--- src/rtl/uart_prog_loader_pkg.sv ---
// uart_prog_loader_pkg
//   Shared constants for the UART program loader: frame layout and the
//   state encodings of the loader FSM and of the UART receiver.
//   Optional build macro: PROG_LOADER_CHECKSUM_EN adds the CHECK state.
package uart_prog_loader_pkg;

  localparam int BYTES_PER_WORD = 4;
  localparam int COUNT_BYTES    = 2;
  localparam int WORD_W         = BYTES_PER_WORD * 8;
  localparam int COUNT_W        = COUNT_BYTES * 8;
  localparam int BIDX_W         = $clog2(BYTES_PER_WORD);
  localparam logic [BIDX_W-1:0] LAST_BYTE = BIDX_W'(BYTES_PER_WORD - 1);

  localparam logic [2:0] ST_CNT_LO = 3'd0;
  localparam logic [2:0] ST_CNT_HI = 3'd1;
  localparam logic [2:0] ST_WORD   = 3'd2;
`ifdef PROG_LOADER_CHECKSUM_EN
  localparam logic [2:0] ST_CHECK  = 3'd3;
`endif
  localparam logic [2:0] ST_DONE   = 3'd4;
  localparam logic [2:0] ST_ERROR  = 3'd5;

  localparam logic [1:0] RX_IDLE  = 2'd0;
  localparam logic [1:0] RX_START = 2'd1;
  localparam logic [1:0] RX_DATA  = 2'd2;
  localparam logic [1:0] RX_STOP  = 2'd3;

endpackage

--- src/rtl/uart_prog_loader_if.sv ---
// uart_prog_loader_if
//   Instruction-memory write port driven by the loader.
//   mem_we    : one-cycle write strobe
//   mem_addr  : word address (ADDR_WIDTH bits)
//   mem_wdata : 32-bit word
//   master = loader side, slave = memory side.
interface uart_prog_loader_if #(
  parameter int ADDR_WIDTH = 8
);
  logic                  mem_we;
  logic [ADDR_WIDTH-1:0] mem_addr;
  logic [31:0]           mem_wdata;

  modport master (output mem_we, mem_addr, mem_wdata);
  modport slave  (input  mem_we, mem_addr, mem_wdata);
endinterface

--- src/rtl/uart_prog_loader_uart_rx.sv ---
// uart_rx
//   8N1 UART receiver, LSB first, idle high. Reusable for a console UART.
//   CLK        : system clock
//   reset      : synchronous, active-high
//   RXD        : asynchronous serial input (2-flop synchronised here)
//   byte_valid : one-cycle pulse, byte_data valid with it
//   byte_data  : received byte
//   frame_err  : one-cycle pulse when the stop bit samples low
//
// state    | meaning
// RX_IDLE  | waiting for a falling edge on the synchronised line
// RX_START | counting to mid start bit; high there means glitch
// RX_DATA  | sampling 8 data bits at mid-bit
// RX_STOP  | sampling the stop bit at mid-bit
module uart_rx
  import uart_prog_loader_pkg::*;
#(
  parameter int CLKS_PER_BIT = 104
) (
  input  logic       CLK,
  input  logic       reset,
  input  logic       RXD,
  output logic       byte_valid,
  output logic [7:0] byte_data,
  output logic       frame_err
);

  localparam int CW = $clog2(CLKS_PER_BIT);
  localparam logic [CW-1:0] FULL_CNT = CW'(CLKS_PER_BIT - 1);
  localparam logic [CW-1:0] HALF_CNT = CW'(CLKS_PER_BIT / 2 - 1);

  logic          sync1_q, sync2_q, prev_q;
  logic [1:0]    state_q, state_d;
  logic [CW-1:0] cnt_q, cnt_d;
  logic [2:0]    bit_q, bit_d;
  logic [7:0]    shift_q, shift_d;
  logic          valid_q, valid_d, ferr_q, ferr_d;

  always_comb begin
    state_d = state_q;
    cnt_d   = cnt_q;
    bit_d   = bit_q;
    shift_d = shift_q;
    valid_d = 1'b0;
    ferr_d  = 1'b0;
    case (state_q)
      RX_IDLE: begin
        if (prev_q && !sync2_q) begin
          state_d = RX_START;
          cnt_d   = HALF_CNT;
        end
      end
      RX_START: begin
        if (cnt_q == '0) begin
          if (sync2_q) begin
            state_d = RX_IDLE;
          end else begin
            state_d = RX_DATA;
            cnt_d   = FULL_CNT;
            bit_d   = 3'd0;
          end
        end else begin
          cnt_d = cnt_q - 1'b1;
        end
      end
      RX_DATA: begin
        if (cnt_q == '0) begin
          shift_d = {sync2_q, shift_q[7:1]};
          bit_d   = bit_q + 1'b1;
          cnt_d   = FULL_CNT;
          if (bit_q == 3'd7) state_d = RX_STOP;
        end else begin
          cnt_d = cnt_q - 1'b1;
        end
      end
      default: begin
        if (cnt_q == '0) begin
          valid_d = sync2_q;
          ferr_d  = !sync2_q;
          state_d = RX_IDLE;
        end else begin
          cnt_d = cnt_q - 1'b1;
        end
      end
    endcase
  end

  always_ff @(posedge CLK) begin
    if (reset) begin
      sync1_q <= 1'b1;
      sync2_q <= 1'b1;
      prev_q  <= 1'b1;
      state_q <= RX_IDLE;
      cnt_q   <= '0;
      bit_q   <= '0;
      shift_q <= '0;
      valid_q <= 1'b0;
      ferr_q  <= 1'b0;
    end else begin
      sync1_q <= RXD;
      sync2_q <= sync1_q;
      prev_q  <= sync2_q;
      state_q <= state_d;
      cnt_q   <= cnt_d;
      bit_q   <= bit_d;
      shift_q <= shift_d;
      valid_q <= valid_d;
      ferr_q  <= ferr_d;
    end
  end

  assign byte_valid = valid_q;
  assign byte_data  = shift_q;
  assign frame_err  = ferr_q;

endmodule

--- src/rtl/uart_prog_loader.sv ---
// uart_prog_loader
//   Boot-time writer of the CPU instruction memory from a UART image.
//   Frame: cnt_lo, cnt_hi, then N little-endian 32-bit words.
//   Optional macro PROG_LOADER_CHECKSUM_EN: one trailing XOR byte over all
//   preceding frame bytes, verified in a CHECK state.
//   CLK, reset : clock and synchronous active-high reset
//   RXD        : UART receive line
//   mem        : instruction-memory write port (master)
//   cpu_reset  : holds the CPU in reset until the image has loaded
//   busy       : frame in progress
//   done       : sticky, image loaded
//   error      : sticky, framing/length/check fault
//
// state     | meaning
// ST_CNT_LO | waiting for count low byte
// ST_CNT_HI | waiting for count high byte, length check
// ST_WORD   | assembling words and issuing writes
// ST_CHECK  | waiting for checksum byte (checksum build only)
// ST_DONE   | image loaded, CPU released, RX ignored
// ST_ERROR  | fault, CPU held, until reset
module uart_prog_loader
  import uart_prog_loader_pkg::*;
#(
  parameter int CLKS_PER_BIT = 104,
  parameter int ADDR_WIDTH   = 8
) (
  input  logic                CLK,
  input  logic                reset,
  input  logic                RXD,
  uart_prog_loader_if.master  mem,
  output logic                cpu_reset,
  output logic                busy,
  output logic                done,
  output logic                error
);

  logic             rx_valid, rx_err;
  logic [7:0]       rx_data;

  logic [2:0]              state_q, state_d;
  logic [7:0]              cnt_lo_q, cnt_lo_d;
  logic [ADDR_WIDTH:0]     n_q, n_d, idx_q, idx_d;
  logic [BIDX_W-1:0]       bidx_q, bidx_d;
  logic [WORD_W-1:0]       word_q, word_d, wdata_q, wdata_d;
  logic                    we_q, we_d;
  logic [ADDR_WIDTH-1:0]   addr_q, addr_d;
  logic [COUNT_W-1:0]      n_full;
  logic [2:0]              st_after_words;
  logic                    csum_ok;

  uart_rx #(.CLKS_PER_BIT(CLKS_PER_BIT)) u_rx (
    .CLK        (CLK),
    .reset      (reset),
    .RXD        (RXD),
    .byte_valid (rx_valid),
    .byte_data  (rx_data),
    .frame_err  (rx_err)
  );

`ifdef PROG_LOADER_CHECKSUM_EN
  logic [7:0] csum_q, csum_d;

  always_comb begin
    csum_d = csum_q;
    if (rx_valid && (state_q == ST_CNT_LO || state_q == ST_CNT_HI || state_q == ST_WORD))
      csum_d = csum_q ^ rx_data;
  end

  always_ff @(posedge CLK) begin
    if (reset) csum_q <= '0;
    else       csum_q <= csum_d;
  end

  assign st_after_words = ST_CHECK;
  assign csum_ok        = (rx_data == csum_q);
`else
  assign st_after_words = ST_DONE;
  assign csum_ok        = 1'b0;
`endif

  assign n_full = {rx_data, cnt_lo_q};

  always_comb begin
    state_d  = state_q;
    cnt_lo_d = cnt_lo_q;
    n_d      = n_q;
    idx_d    = idx_q;
    bidx_d   = bidx_q;
    word_d   = word_q;
    we_d     = 1'b0;
    addr_d   = addr_q;
    wdata_d  = wdata_q;
    if (rx_err && state_q != ST_DONE) begin
      state_d = ST_ERROR;
    end else begin
      case (state_q)
        ST_CNT_LO: begin
          if (rx_valid) begin
            cnt_lo_d = rx_data;
            state_d  = ST_CNT_HI;
          end
        end
        ST_CNT_HI: begin
          if (rx_valid) begin
            // widened compare so that ADDR_WIDTH up to 16 still works
            if ({16'b0, n_full} > (32'd1 << ADDR_WIDTH)) begin
              state_d = ST_ERROR;
            end else begin
              n_d     = (ADDR_WIDTH + 1)'(n_full);
              idx_d   = '0;
              bidx_d  = '0;
              state_d = (n_full == '0) ? st_after_words : ST_WORD;
            end
          end
        end
        ST_WORD: begin
          if (rx_valid) begin
            word_d = {rx_data, word_q[WORD_W-1:8]};
            bidx_d = bidx_q + 1'b1;
            if (bidx_q == LAST_BYTE) begin
              we_d    = 1'b1;
              addr_d  = idx_q[ADDR_WIDTH-1:0];
              wdata_d = {rx_data, word_q[WORD_W-1:8]};
            end
          end
          // index advances in the write cycle so done follows the last strobe
          if (we_q) begin
            idx_d = idx_q + 1'b1;
            if ((idx_q + 1'b1) == n_q) state_d = st_after_words;
          end
        end
`ifdef PROG_LOADER_CHECKSUM_EN
        ST_CHECK: begin
          if (rx_valid) state_d = csum_ok ? ST_DONE : ST_ERROR;
        end
`endif
        default: ;
      endcase
    end
  end

  always_ff @(posedge CLK) begin
    if (reset) begin
      state_q  <= ST_CNT_LO;
      cnt_lo_q <= '0;
      n_q      <= '0;
      idx_q    <= '0;
      bidx_q   <= '0;
      word_q   <= '0;
      we_q     <= 1'b0;
      addr_q   <= '0;
      wdata_q  <= '0;
    end else begin
      state_q  <= state_d;
      cnt_lo_q <= cnt_lo_d;
      n_q      <= n_d;
      idx_q    <= idx_d;
      bidx_q   <= bidx_d;
      word_q   <= word_d;
      we_q     <= we_d;
      addr_q   <= addr_d;
      wdata_q  <= wdata_d;
    end
  end

  assign mem.mem_we    = we_q;
  assign mem.mem_addr  = addr_q;
  assign mem.mem_wdata = wdata_q;

`ifdef PROG_LOADER_CHECKSUM_EN
  assign busy = (state_q == ST_WORD) || (state_q == ST_CHECK);
`else
  assign busy = (state_q == ST_WORD);
`endif
  assign done      = (state_q == ST_DONE);
  assign error     = (state_q == ST_ERROR);
  assign cpu_reset = (state_q != ST_DONE) || csum_ok & 1'b0;

endmodule

--- src/flat_wrapper.sv ---
// flat-port wrapper written by rule: the top's interface ports become plain ports
module uart_prog_loader_flat import uart_prog_loader_pkg::*;
#(
  parameter int CLKS_PER_BIT = 104,
  parameter int ADDR_WIDTH   = 8
)
  (CLK, reset, RXD, cpu_reset, busy, done, error, mem_mem_we, mem_mem_addr, mem_mem_wdata);
  uart_prog_loader_if #(.ADDR_WIDTH(ADDR_WIDTH)) mem_i ();
  input  logic CLK;
  input  logic reset;
  input  logic RXD;
  output logic cpu_reset;
  output logic busy;
  output logic done;
  output logic error;
  output wire logic [$bits(mem_i.mem_we)-1:0] mem_mem_we;
  output wire logic [$bits(mem_i.mem_addr)-1:0] mem_mem_addr;
  output wire logic [$bits(mem_i.mem_wdata)-1:0] mem_mem_wdata;
  assign mem_mem_we = mem_i.mem_we;
  assign mem_mem_addr = mem_i.mem_addr;
  assign mem_mem_wdata = mem_i.mem_wdata;
  uart_prog_loader #(.CLKS_PER_BIT(CLKS_PER_BIT), .ADDR_WIDTH(ADDR_WIDTH)) u_core (.CLK(CLK), .reset(reset), .RXD(RXD), .mem(mem_i), .cpu_reset(cpu_reset), .busy(busy), .done(done), .error(error));
endmodule
--- config.mk ---
export PLATFORM = sky130hd
export DESIGN_NAME = uart_prog_loader_flat
export DESIGN_NICKNAME = d
export VERILOG_FILES = /design/src/rtl/uart_prog_loader_pkg.sv /design/src/rtl/uart_prog_loader_if.sv /design/src/rtl/uart_prog_loader_uart_rx.sv /design/src/rtl/uart_prog_loader.sv /design/src/flat_wrapper.sv
export SDC_FILE = /design/constraint.sdc
export NUM_CORES = 1
export LEC_CHECK = 0
export CAP_MARGIN = 20
export CORE_MARGIN = 2
export CORE_UTILIZATION = 44
export DETAILED_ROUTE_END_ITERATION = 8
export PLACE_DENSITY_LB_ADDON = 0.25
export SLEW_MARGIN = 20
export SYNTH_ARGS = -nofsm -noshare
export SYNTH_HDL_FRONTEND = slang
export SYNTH_SLANG_ARGS = --single-unit
--- constraint.sdc ---
create_clock -name CLK -period 3.42 [get_ports CLK]
set_clock_uncertainty 0.05 [all_clocks]
set_input_delay 0.684 -clock CLK [delete_from_list [all_inputs] [get_ports CLK]]
set_output_delay 0.684 -clock CLK [all_outputs]
set_load 0.03 [all_outputs]
Word-level counts from Yosys, hierarchy flattened
Index checks and enable logic that the tools add are counted.
{"block": "word_totals", "ff_bits": 129, "output_inout_bits": 45, "wordCells": 117, "input_bits": 3}
{"block": "op_classes", "reduce_logical": 27, "n_bitwise": 5, "n_mux": 34, "eq_ne": 27, "magnitude_cmp": 1, "addsub": 4}
{"operator": "$mux 7", "count": 5}
{"operator": "$mux 3", "count": 10}
{"operator": "$mux 9", "count": 3}
{"operator": "$reduce_and 5->1", "count": 5}
{"operator": "$pmux 7 s3", "count": 1}
{"operator": "$mux 2", "count": 9}
{"operator": "$pmux 9 s2", "count": 1}
{"operator": "$gt 16x9->1 const B", "count": 1}
{"operator": "$logic_not 16->1", "count": 1}
{"operator": "$ne 2x2->1 const B", "count": 8}
{"operator": "$reduce_and 4->1", "count": 3}
{"operator": "$add 9x1->9 const B", "count": 1}
{"operator": "$eq 3x3->1 const B", "count": 3}
{"operator": "$eq 9x9->1", "count": 1}
{"operator": "$pmux 3 s3", "count": 1}
{"operator": "$reduce_and 3->1", "count": 3}
{"operator": "$logic_not 7->1", "count": 1}
{"operator": "$sub 7x1->7 const B", "count": 1}
{"operator": "$ne 2x1->1 const B", "count": 3}
{"operator": "$ne 3x1->1 const B", "count": 2}
{"operator": "$ne 3x2->1 const B", "count": 2}
{"operator": "$ne 3x3->1 const B", "count": 2}
{"operator": "$pmux 2 s3", "count": 1}
{"operator": "$pmux 3 s2", "count": 1}
{"operator": "other kinds (21)", "count": 29}

Longest topological paths before layout
{"block": "depth", "depth_word": 6, "depth_mapped": 10, "mapped_depth_nobuf": 8}

Hierarchy
Synthesis repeated with hierarchy kept, for this count alone.
{"block": "unflattened", "hier_cells": 638, "area_unflattened_um2": 5240.0}
{"mod": "uart_prog_loader", "n_inst": 1, "cells_each": 480, "area_per_inst_um2": 3905.0, "seq_area_each_um2": 1921.8}
{"mod": "uart_rx", "n_inst": 1, "cells_each": 158, "area_per_inst_um2": 1335.0, "seq_area_each_um2": 500.5}

Worst setup path before layout
No wires, ideal clock.
{"block": "synth_timing", "kind": "register to register", "from": "register u_core.idx_q[1]", "to": "register u_core.state_q[2]", "period_less_slack_ps": 2034, "setup_ps": 115, "path_stages_with_launch": 10, "arrival_time_ps": 1869, "required_time_ps": 3255, "n_path_buf": 2, "setup_slack_ps": 1386, "path_cell_list": "dfxtp_1 -> ha_1 -> clkbuf_1 -> and4_1 -> clkbuf_1 -> a31oi_1 -> a21oi_1 -> a21oi_1 -> o2111a_1 -> o21a_1"}
{"block": "synth_between", "elab_chain_len": 4}
{"item": "from (decl)", "line_no": "uart_prog_loader.sv:42", "rtl": "logic [ADDR_WIDTH:0] n_q, n_d, idx_q, idx_d;"}
{"item": "from (signal assigned)", "line_no": "uart_prog_loader.sv:157", "rtl": "idx_q <= idx_d;"}
{"item": "$add 9x1->9", "line_no": "uart_prog_loader.sv:129", "rtl": "if ((idx_q + 1'b1) == n_q) state_d = st_after_words;"}
{"item": "$eq 9x9->1", "line_no": "uart_prog_loader.sv:129"}
{"item": "$ne 3x1->1 (no source line)"}
{"item": "$reduce_and 5->1 (no source line)"}
{"item": "to (signal assigned)", "line_no": "uart_prog_loader.sv:154", "rtl": "state_q <= state_d;"}
{"item": "to (decl)", "line_no": "uart_prog_loader.sv:40", "rtl": "logic [2:0] state_q, state_d;"}
No other way between the ends.
A chain may end at the register's enable or synchronous reset.

Worst setup path after layout
{"block": "layout_timing", "from": "register u_core.state_q[0]", "to": "output done"}
{"block": "layout_between", "elab_chain_len": 1}
{"item": "$eq 3x3->1", "line_no": "uart_prog_loader.sv:175", "rtl": "assign done = (state_q == ST_DONE);"}
{"item": "to (decl)", "line_no": "flat_wrapper.sv:14", "rtl": "output logic done;"}
No other way between the ends.

==> run_results.csv <==
group,metric,value,unit
synthesis,syn-num-nets,644,
critical_path,cp-end-kind,"output pin",
global_route,grt_pass1_vias,4034,
route,viasPerCell,5.37,
final_layout,layout_commonest_cell,"nand2_1",
timing,max_freq,365,MHz
timing,period_minus_slack,2.74,ns
cts,cts.sinks,121,
final_layout,final_cells,815,
global_route,use_met3,5.18,%
critical_path,crit_start,"u_core.state_q[0]$_SDFFE_PP0P_",
critical_path,cp_max_fo,8,
cts,cts_resized,0,
timing,finalHoldViolCount,0,
final_layout,final_core_util,54.5,%
floorplan,dieWidth,112,microns
power_and_ir_drop,p_int,2840,uW
critical_path,timing.rr.start,"u_core.state_q[0]$_SDFFE_PP0P_",
cts,ctsHoldBuffers,0,
floorplan,initial_core_util,45.0,%
power_and_ir_drop,power_frac_comb,16.8,%
cts,clockBufferDepth,2,
critical_path,crit_required,2.69,ns
cts,numCtsBuffers,17,
critical_path,start_kind,"flip-flop",
critical_path,path_cells,"or3b_4 -> inv_1 -> clkdlybuf4s50_1",
route,avgRoutedWirePerCell,14.3,microns
timing,relSlewSlack,57.7,%
timing,rsz0062_at_grt,"no",
global_route,busiest_layer,"met2",
place,place.gp.congestion,0.870,
timing,timing.final.crit_share,80.0,%
final_layout,antenna_cells,0,
floorplan,core.rowCount,39,
route,drt-pass1-iter-count,5,
global_route,grt-ovfl-total,0,
global_route,grt_max_degree,98,
worst_hold_path,hold_path_class,"flip-flop to flip-flop",
timing,setup_violations,0,
outcome,status,"complete, no violations",
cts,cts_tree,"done",
power_and_ir_drop,ir_drop,0.000557,V
synthesis,synthCells,631,
power_and_ir_drop,switchingPower,1090,uW
cts,insertion_delay,0.41,ns
place,post-place-cells,785,
synthesis,avgSynthCellArea,8.14,sq um
floorplan,pin_count,48,
synthesis,synth_edf_count,0,
place,io_buffers,47,
synthesis,ys_types,53,
final_layout,layout-drive-gt1-share,6.70,%
power_and_ir_drop,clock_power_share,44.2,%
timing,tightest_slew,0.635,ns
global_route,grt_pass1_wl,19.5,mm
route,vias,4379,
timing,fin_hold_ws,0.382,ns
critical_path,max_stage_delay,0.67,ns
critical_path,cp.arrival,2.00,ns
cts,cts_htree_levels,4,
route,wl,11.6,mm
power_and_ir_drop,p_seq_share,39.0,%
power_and_ir_drop,swShare,27.7,%
critical_path,slowest_stage,"clkdlybuf4s50_1",
global_route,grt.total_usage,19.1,%
power_and_ir_drop,p_leak,0.00214,uW
timing,fin_setup_tns,0,ns
cts,clock-root-buffer,"clkbuf_16",
route,final_antenna_net_count,0,
global_route,grt_use_met1,25.5,%
synthesis,yosys_warnings,0,
power_and_ir_drop,finalPower,3930,uW
global_route,antenna_found_initial,0,
cts,path_clk_slew,0.05,ns
cts,post_cts_buffers,0,
final_layout,final_cell_mix,"163 x nand2_1, 121 x dfxtp_1, 97 x a21oi_1, 46 x clkdlybuf4s50_1, 39 x nor2_1",
critical_path,ff2ff_setup_slack,0.89,ns
synthesis,netlist_area,0.00513,sq mm
place,dp_hpwl,7.74,mm
synthesis,synthArstFlopShare,0,%
synthesis,ys_ff_latch,121,
flow_run,max_cap_violations,0,
final_layout,layout.nets,674,
critical_path,criticalPathCategory,"flip-flop to output pin",
floorplan,die_height,112,microns
power_and_ir_drop,cellPowerDensity,631,mW/mm^2
worst_hold_path,min-delay-start,"u_core.u_rx.sync1_q$_SDFF_PP1_",
final_layout,area_growth,21.2,%
synthesis,ys_seq_area_share,47.2,%
route,drc,0,
floorplan,die_area,0.0126,sq mm
synthesis,synth-main-ff-cell,"dfxtp_1",
floorplan,core_area,0.0114,sq mm
global_route,grt.met2_usage,29.8,%
timing,slew_viol_final,0,
route,drt-initial-drc-count,248,
[through the flow]
stage | area (sq um) | worst slack (ns)
2_1_floorplan | 5130 | 1.39
3_3_place_gp | 5640 | 1.03
3_5_place_dp | 5640 | 0.916
4_1_cts | 6220 | 0.661
5_1_grt | 6220 | 0.577
6_report | 6220 | 0.683
[cell families (layout without fill, tap and decap cells)]
| group | after synthesis | after routing | share of synthesized area (%) |
|---|---|---|---|
| xor gates and xnor gates | 11 | 11 | 1.88 |
| DFF | 121 | 121 | 47.2 |
| AOI/OAI and AO/OA | 144 | 144 | 15.8 |
| and+or+nand+nor | 273 | 273 | 24.0 |
| adders and majority gates | 10 | 10 | 2.44 |
| buffers and inverters | 52 | 93 | 4.80 |
| muxes | 20 | 20 | 3.90 |
[flip-flops by register name (all words and copies together) (netlist names), 2 cells and up]
signal                 flops
u_core.bidx_q              2
u_core.u_rx.bit_q          3
u_core.cnt_lo_q            8
u_core.n_q                 9
u_core.word_q             24
u_core.u_rx.cnt_q          7
u_core.mem.mem_addr        8
u_core.u_rx.state_q        2
u_core.mem.mem_wdata      32
u_core.state_q             3
u_core.idx_q               9
u_core.u_rx.byte_data      8
[cells in the mapped netlist (all sizes together) (3+ instances only)]
| library cell | number | area (sq um) |
|---|---|---|
| o21ai | 15 | 75.1 |
| nor4 | 6 | 43.8 |
| o21a | 3 | 22.5 |
| nand2b | 3 | 18.8 |
| mux2i | 20 | 200 |
| xnor2 | 6 | 52.6 |
| clkbuf | 27 | 101 |
| or3 | 3 | 18.8 |
| nor3b | 4 | 35.0 |
| xor2 | 5 | 43.8 |
| and2 | 5 | 31.3 |
| a311oi | 7 | 61.3 |
| a31oi | 6 | 37.5 |
| nor3 | 8 | 40.0 |
| and3 | 4 | 25.0 |
| nand3 | 18 | 95.1 |
| buf | 15 | 108 |
| dfxtp | 121 | 2420 |
| inv | 10 | 37.5 |
| nor2 | 40 | 158 |
| nand3b | 4 | 37.5 |
| nand4 | 5 | 31.3 |
| a21oi | 97 | 485 |
| nand2 | 163 | 612 |
| ha | 10 | 125 |
[worst paths after layout]
kind,to,depth (start not counted)
max,done,3
min,u_core.u_rx.sync2_q$_SDFF_PP1_,1
min reg2reg,u_core.u_rx.sync2_q$_SDFF_PP1_,1
max reg2reg,u_core.mem.mem_wdata[30]$_SDFFE_PP0P_,7
[layer usage]
| metal | share of wire, % | vias to the layer above | wire length [microns] |
|---|---|---|---|
| li1 | - | 2223 | - |
| met1 | 47 | 2059 | 5500 |
| met2 | 47 | 80 | 5430 |
| met3 | 4.4 | 17 | 510 |
| met4 | 1.7 | 0 | 200 |
| met5 | 0 | - | 0 |
[power by group through the flow]
| stage | combinational (uW) | sequential (uW) | clock, uW |
|---|---|---|---|
| floorplan | 536 | 1540 | 0 |
| global placement | 637 | 1550 | 0 |
| detailed placement | 648 | 1560 | 0 |
| CTS | 657 | 1530 | 1770 |
| global route | 743 | 1540 | 1830 |
| finish | 659 | 1530 | 1740 |
[final cells by class]
cell class | instances | area (sq um)
timing repair buffer | 53 | 538
clock inverter | 7 | 92.6
inverter | 10 | 37.5
multi-input combinational | 458 | 2470
fill | 1049 | 5190
tap | 143 | 179
clock buffer | 23 | 488
sequential | 121 | 2420
[worst max-delay path: cells and delay by family (launching register included)]
kind	cells	cell delay, ns
buf+inv	2	0.76
simple gates	1	0.44
flops	1	0.39
(Power assumes the default switching activity.)
